===== src/rtl/keypad_pkg.sv =====
// keypad_pkg
// Shared definitions for the 4x4 matrix keypad scanner.
//   NUM_ROWS / NUM_COLS : keypad geometry (key bit index = NUM_COLS*row + col)
//   scan_state_t        : scan FSM states (DRIVE, SAMPLE, EVAL)
//   is_zero_or_onehot   : true when a key vector names at most one key
package keypad_pkg;

    localparam int NUM_ROWS = 4;
    localparam int NUM_COLS = 4;
    localparam int NUM_KEYS = NUM_ROWS * NUM_COLS;

    typedef enum logic [1:0] {
        DRIVE  = 2'd0,
        SAMPLE = 2'd1,
        EVAL   = 2'd2
    } scan_state_t;

    // v & (v-1) clears the lowest set bit; the result is zero only when
    // v had no bits or exactly one bit set.
    function automatic logic is_zero_or_onehot(input logic [NUM_KEYS-1:0] v);
        return (v & (v - NUM_KEYS'(1))) == '0;
    endfunction

endpackage


===== src/rtl/keypad_scan_sync_2ff.sv =====
// sync_2ff
// Two-flop synchronizer for the asynchronous keypad row lines.
//   clk   : system clock
//   reset : synchronous active-high reset; both stages go to all-ones
//           (row lines idle high, i.e. no key closed)
//   d     : asynchronous input
//   q     : synchronized output, two cycles behind d
module sync_2ff #(
    parameter int WIDTH = 4
) (
    input  logic             clk,
    input  logic             reset,
    input  logic [WIDTH-1:0] d,
    output logic [WIDTH-1:0] q
);

    logic [WIDTH-1:0] meta_q, meta_d;
    logic [WIDTH-1:0] sync_q, sync_d;

    always_comb begin
        meta_d = d;
        sync_d = meta_q;
    end

    always_ff @(posedge clk) begin
        if (reset) begin
            meta_q <= '1;
            sync_q <= '1;
        end else begin
            meta_q <= meta_d;
            sync_q <= sync_d;
        end
    end

    assign q = sync_q;

endmodule


===== src/rtl/keypad_scan.sv =====
// keypad_scan
// Column-scanning 4x4 keypad controller with frame-level debounce.
// Each frame drives columns 0..3 low in turn, samples the rows of each
// column after a settle time, then evaluates the whole 16-bit frame.
// A frame is accepted into key after DEBOUNCE_FRAMES identical frames,
// provided it names no more than one key.
//   clk     : system clock, rising edge
//   reset   : synchronous active-high reset
//   row     : raw row lines, active-low (0 = key closed in driven column)
//   col     : column drive, active-low, exactly one bit low
//   key     : debounced key vector, bit 4*r+c, all-zero or one-hot
//   key_new : one-cycle pulse when key takes a new nonzero value
module keypad_scan
    import keypad_pkg::*;
#(
    parameter int SETTLE_CYCLES   = 4,
    parameter int DEBOUNCE_FRAMES = 3
) (
    input  logic                clk,
    input  logic                reset,
    input  logic [NUM_ROWS-1:0] row,
    output logic [NUM_COLS-1:0] col,
    output logic [NUM_KEYS-1:0] key,
    output logic                key_new
);

    localparam logic [7:0] SETTLE_LAST  = 8'(SETTLE_CYCLES - 1);
    localparam logic [3:0] DEBOUNCE_MAX = 4'(DEBOUNCE_FRAMES);
    localparam logic [1:0] LAST_COL     = 2'(NUM_COLS - 1);

    logic [NUM_ROWS-1:0] row_sync;

    scan_state_t         state_q, state_d;
    logic [1:0]          col_idx_q, col_idx_d;
    logic [7:0]          settle_q, settle_d;
    logic [NUM_KEYS-1:0] frame_q, frame_d;
    logic [NUM_KEYS-1:0] prev_frame_q, prev_frame_d;
    logic [3:0]          stable_cnt_q, stable_cnt_d;
    logic [NUM_KEYS-1:0] key_q, key_d;
    logic                key_new_q, key_new_d;

    // Frame with the currently driven column replaced by the sampled rows.
    logic [NUM_KEYS-1:0] frame_captured;

    sync_2ff #(
        .WIDTH (NUM_ROWS)
    ) u_row_sync (
        .clk   (clk),
        .reset (reset),
        .d     (row),
        .q     (row_sync)
    );

    generate
        for (genvar gi = 0; gi < NUM_COLS; gi++) begin : g_col_drive
            assign col[gi] = (col_idx_q != 2'(gi));
        end

        for (genvar gi = 0; gi < NUM_ROWS; gi++) begin : g_row
            for (genvar gj = 0; gj < NUM_COLS; gj++) begin : g_col
                assign frame_captured[gi*NUM_COLS + gj] =
                    (col_idx_q == 2'(gj)) ? ~row_sync[gi] : frame_q[gi*NUM_COLS + gj];
            end
        end
    endgenerate

    always_comb begin
        state_d      = state_q;
        col_idx_d    = col_idx_q;
        settle_d     = settle_q;
        frame_d      = frame_q;
        prev_frame_d = prev_frame_q;
        stable_cnt_d = stable_cnt_q;
        key_d        = key_q;
        key_new_d    = 1'b0;

        unique case (state_q)
            DRIVE: begin
                if (settle_q == SETTLE_LAST) begin
                    settle_d = 8'd0;
                    state_d  = SAMPLE;
                end else begin
                    settle_d = settle_q + 8'd1;
                end
            end

            SAMPLE: begin
                frame_d = frame_captured;
                if (col_idx_q == LAST_COL) begin
                    state_d = EVAL;
                end else begin
                    col_idx_d = col_idx_q + 2'd1;
                    state_d   = DRIVE;
                end
            end

            EVAL: begin
                if (frame_q == prev_frame_q) begin
                    stable_cnt_d = (stable_cnt_q >= DEBOUNCE_MAX) ? DEBOUNCE_MAX
                                                                  : stable_cnt_q + 4'd1;
                end else begin
                    stable_cnt_d = 4'd1;
                end
                prev_frame_d = frame_q;

                // Multi-key frames still feed the debounce count above but
                // never reach key, so key keeps its last valid value.
                if (stable_cnt_d == DEBOUNCE_MAX && is_zero_or_onehot(frame_q)) begin
                    key_d     = frame_q;
                    key_new_d = (frame_q != '0) && (frame_q != key_q);
                end

                // Start the next frame from a clean slate at column 0.
                frame_d   = '0;
                col_idx_d = 2'd0;
                state_d   = DRIVE;
            end

            default: begin
                state_d   = DRIVE;
                col_idx_d = 2'd0;
                settle_d  = 8'd0;
                frame_d   = '0;
            end
        endcase
    end

    always_ff @(posedge clk) begin
        if (reset) begin
            state_q      <= DRIVE;
            col_idx_q    <= 2'd0;
            settle_q     <= 8'd0;
            frame_q      <= '0;
            prev_frame_q <= '0;
            stable_cnt_q <= 4'd0;
            key_q        <= '0;
            key_new_q    <= 1'b0;
        end else begin
            state_q      <= state_d;
            col_idx_q    <= col_idx_d;
            settle_q     <= settle_d;
            frame_q      <= frame_d;
            prev_frame_q <= prev_frame_d;
            stable_cnt_q <= stable_cnt_d;
            key_q        <= key_d;
            key_new_q    <= key_new_d;
        end
    end

    assign key     = key_q;
    assign key_new = key_new_q;

endmodule


===== config.mk =====
export PLATFORM = sky130hd
export DESIGN_NAME = keypad_scan
export DESIGN_NICKNAME = d
export VERILOG_FILES = /design/src/rtl/keypad_pkg.sv /design/src/rtl/keypad_scan_sync_2ff.sv /design/src/rtl/keypad_scan.sv
export SDC_FILE = /design/constraint.sdc
export NUM_CORES = 1
export LEC_CHECK = 0
export CAP_MARGIN = 20
export CORE_ASPECT_RATIO = 0.6
export CORE_MARGIN = 4
export CORE_UTILIZATION = 52
export DETAILED_ROUTE_END_ITERATION = 8
export PLACE_DENSITY = 0.85
export SLEW_MARGIN = 25
export SYNTH_ARGS = -nofsm -noshare
export SYNTH_HDL_FRONTEND = slang
export SYNTH_SLANG_ARGS = --single-unit

===== constraint.sdc =====
create_clock -name clk -period 2.35 [get_ports clk]
set_clock_uncertainty 0.15 [all_clocks]
set_input_delay 0.3525 -clock clk [delete_from_list [all_inputs] [get_ports clk]]
set_output_delay 0.3525 -clock clk [all_outputs]
set_load 0.02 [all_outputs]

==> flow_metrics.py, run 1 <==
metrics = {
    "outcome": {
        "outcome": "complete, but fails checks",
        "violations": "negative setup slack",
    },
    "sta": {
        "fin_crit_ps": 2459,
        "setup_viol": 16,
        "fmax_mhz": 406.7,
        "min_period_over_period_pct": 104.6,
        "finalHoldViolations": 0,
        "slew-limit-headroom_pct": 44.36,
        "finalMaxSlewViolations": 0,
        "rsz0062_at_grt": "yes",
        "worst_slack_ps": -108.9,
        "worst_pin_slew_ps": 826.9,
    },
    "clock_network": {
        "clk_pin_slew_ps": 60,
        "cts-htree-levels": 3,
        "clk_latency_ps": 340,
        "cts_sinks": 73,
        "cts-root-buf": "clkbuf_16",
        "clock_path_buffers": 2,
        "cts_tree": "done",
        "numCtsBuffers": 9,
    },
    "drt": {
        "dr.first_iter.drc_count": 549,
        "wl_per_cell_um": 19.90,
        "ant_nets": 0,
        "drt_wl_total_mm": 10.65,
        "drc": 0,
        "dr.pass1.iters": 6,
        "vias": 3314,
        "vias_per_cell": 6.194,
    },
    "logic_synthesis": {
        "synth_cell_types": 47,
        "synth_common_cells": "73 x dfxtp_1, 65 x nor2_1, 38 x a21oi_1",
        "yosysWarnings": 0,
        "synth_nets": 416,
        "syn_area_per_cell_um2": 8.824,
        "synthCells": 401,
        "ys_async_sr_fraction_pct": 0,
        "synth.most_common_cell": "dfxtp_1",
        "yosysSeqAreaShare_pct": 41.30,
        "synth_area_leader_cell": "dfxtp_1",
        "syn_area_um2": 3538,
        "synth-seq-cells": 73,
        "yosys_most_used_dff": "dfxtp_1",
        "synth_edf_count": 0,
        "yosys.area.top_type_share_pct": 41.30,
        "synth.area.top_cells": "dfxtp_1 41%, nor2_1 6.9%, xnor2_1 6.4%",
    },
    "cells_and_area": {
        "postLayoutCellArea_um2": 4737,
        "diodes": 0,
        "nFillCells": 383,
        "drive_gt1_share_pct": 23.50,
        "finalNetCount": 461,
        "syn2layout_area_growth_pct": 33.88,
    },
    "power": {
        "power.leakage_nw": 1.737,
        "peakVddDrop_uv": 508.9,
        "power_density_nw_per_um2": 603.6,
        "fin_total_pwr_w": 0.002860,
    },
    "floorplan": {
        "die-area_um2": 8232,
        "io-pin-count": 27,
        "rows": 22,
        "die_w_um": 114.5,
        "die_h_um": 71.90,
        "start_util_pct": 55.65,
        "core_area_um2": 6359,
    },
    "grt": {
        "grt_use_total_pct": 22.24,
        "grt_pass1_wl_mm": 14.19,
        "grt_max_degree": 34,
        "antenna_found_initial": 0,
        "overflow": 0,
        "grt_pass1_vias": 2857,
    },
    "place": {
        "routabilityCongestion": 0.9513,
        "portBuffers": 26,
        "placed_area_um2": 3926,
        "dp_hpwl_mm": 6.175,
    },
    "flow_run": {
        "max_cap_viol_count": 0,
    },
    "critical_path": {
        "start_kind": "flip-flop",
        "reg2regPathDepth": 8,
        "path_class": "flip-flop to flip-flop",
        "cp.arrival_ps": 2500,
        "critPathCaptureType": "flip-flop",
        "required_ps": 2390,
        "cp_max_fo": 8,
    },
    "hold_path": {
        "whs_path_depth": 1,
        "hp-class": "flip-flop to flip-flop",
    },
}
## final timing paths
path	start	slack (ps)	endpoint
hold reg to reg	u_row_sync.meta_q[3]$_SDFF_PP1_	260	u_row_sync.q[3]$_SDFF_PP1_
hold / removal	u_row_sync.meta_q[3]$_SDFF_PP1_	260	u_row_sync.q[3]$_SDFF_PP1_
setup reg to reg	frame_q[6]$_SDFFE_PP0P_	-110	key[2]$_SDFFE_PP0P_
setup / recovery	frame_q[6]$_SDFFE_PP0P_	-110	key[2]$_SDFFE_PP0P_
## logic make-up (layout without fill, tap and decap cells)
logic type                 after synthesis  count (layout)  share of synthesized area, %
AOI/OAI and AO/OA                       73              74                         12.80
xor gates and xnor gates                39              39                         9.654
adders and majority gates               10              10                         3.465
buffers and inverters                   44              93                         6.541
DFF                                     73              73                         41.30
muxes                                   17              17                         4.809
and+or+nand+nor                        145             145                         21.43
## state kept, by name, indices dropped and copies added (netlist names)
register and count:
u_row_sync.meta_q 4, settle_q 8, col_idx_q 2, u_row_sync.q 4
state_q 2, key_new 1, frame_q 16, prev_frame_q 16
stable_cnt_q 4, key 16
## metal layers
layer  part of all wire, %  wire [um]  global-route usage (%)
met2                    44       4648                   33.27
met1                    40       4298                   29.88
met4                   4.3        461                   7.115
met3                    12       1240                   8.250
met5                     0          0                       0
## per-stage QoR
step	TNS [ps]	utilization [%]	instances	setup slack, ps	hold WS, ps
after CTS	-1.234	66.53	522	-1.234	259.7
after global placement	0	61.75	506	43.71	242.2
after detailed placement	-439.8	61.75	506	-74.77	247.2
final	-1131	74.50	535	-108.9	256.8
after floorplan	0	-	401	88.59	239.5
after global routing	-2648	74.50	535	-209.4	272.0
## placed cells by master, fill, tap and decap left out, types with 2 or more instances in the layout
cell	instances
nor2_1	64
xnor2_1	24
nand4_1	23
xnor2_2	2
nor4_4	2
nor3_1	3
nor4b_1	2
a21o_1	5
buf_4	34
clkbuf_1	2
o21a_4	2
buf_12	2
dfxtp_1	71
buf_6	4
a21oi_1	34
or2_2	10
clkdlybuf4s50_1	25
xor2_1	13
a211oi_1	3
inv_1	9
nand2b_1	2
nor3b_1	2
or3_1	3
o31ai_4	17
nand3_1	3
clkbuf_8	4
nor4_1	6
a21oi_2	4
nand2_1	12
clkbuf_16	11
ha_1	9
mux2i_1	17
nor2b_1	2
## critical path, stage by stage, from the launching register on
cell and delay, ps:
dfxtp_2 320, buf_6 130, nor4_4 400, a31oi_2 210
nor4bb_4 360, nand4_2 210, clkbuf_16 250, o31ai_4 170
a21oi_1 100
## power breakdown
| part | switching, W | internal (W) |
|---|---|---|
| sequential | 0.0000314 | 0.00127 |
| clock | 0.000509 | 0.000831 |
| combinational | 0.000134 | 0.0000855 |
## area by class of cell
class                   instances  area (um^2)  area share (%)
inverters                       9        33.78          0.7132
well taps                      84        105.1           2.219
multi-input cells             285         2191           46.25
clock buffers                  15        287.8           6.075
repair buffers                 68        645.6           13.63
clock inverters                 1        7.507          0.1585
flip-flops and latches         73         1466           30.96
## repair_timing
action | CTS | global route
resized for setup | 3 | 66
cloned | 0 | 4
pin swaps | 0 | 40
endpoints found under the hold margin | 0 | 0
hold buffers | 0 | 0
endpoints found under the setup margin | 17 | 17
buffers inserted | 0 | 9
(Power assumes the default switching activity.)
==> run 2, diff against run 1 <==
--- a/config.mk
+++ b/config.mk
@@ -11,7 +11,6 @@
 export CORE_UTILIZATION = 52
 export DETAILED_ROUTE_END_ITERATION = 8
 export PLACE_DENSITY = 0.85
-export SLEW_MARGIN = 25
 export SYNTH_ARGS = -nofsm -noshare
 export SYNTH_HDL_FRONTEND = slang
 export SYNTH_SLANG_ARGS = --single-unit
==> results of run 2 <==
Final layout, timing and power as in run 1 (identical DEF).
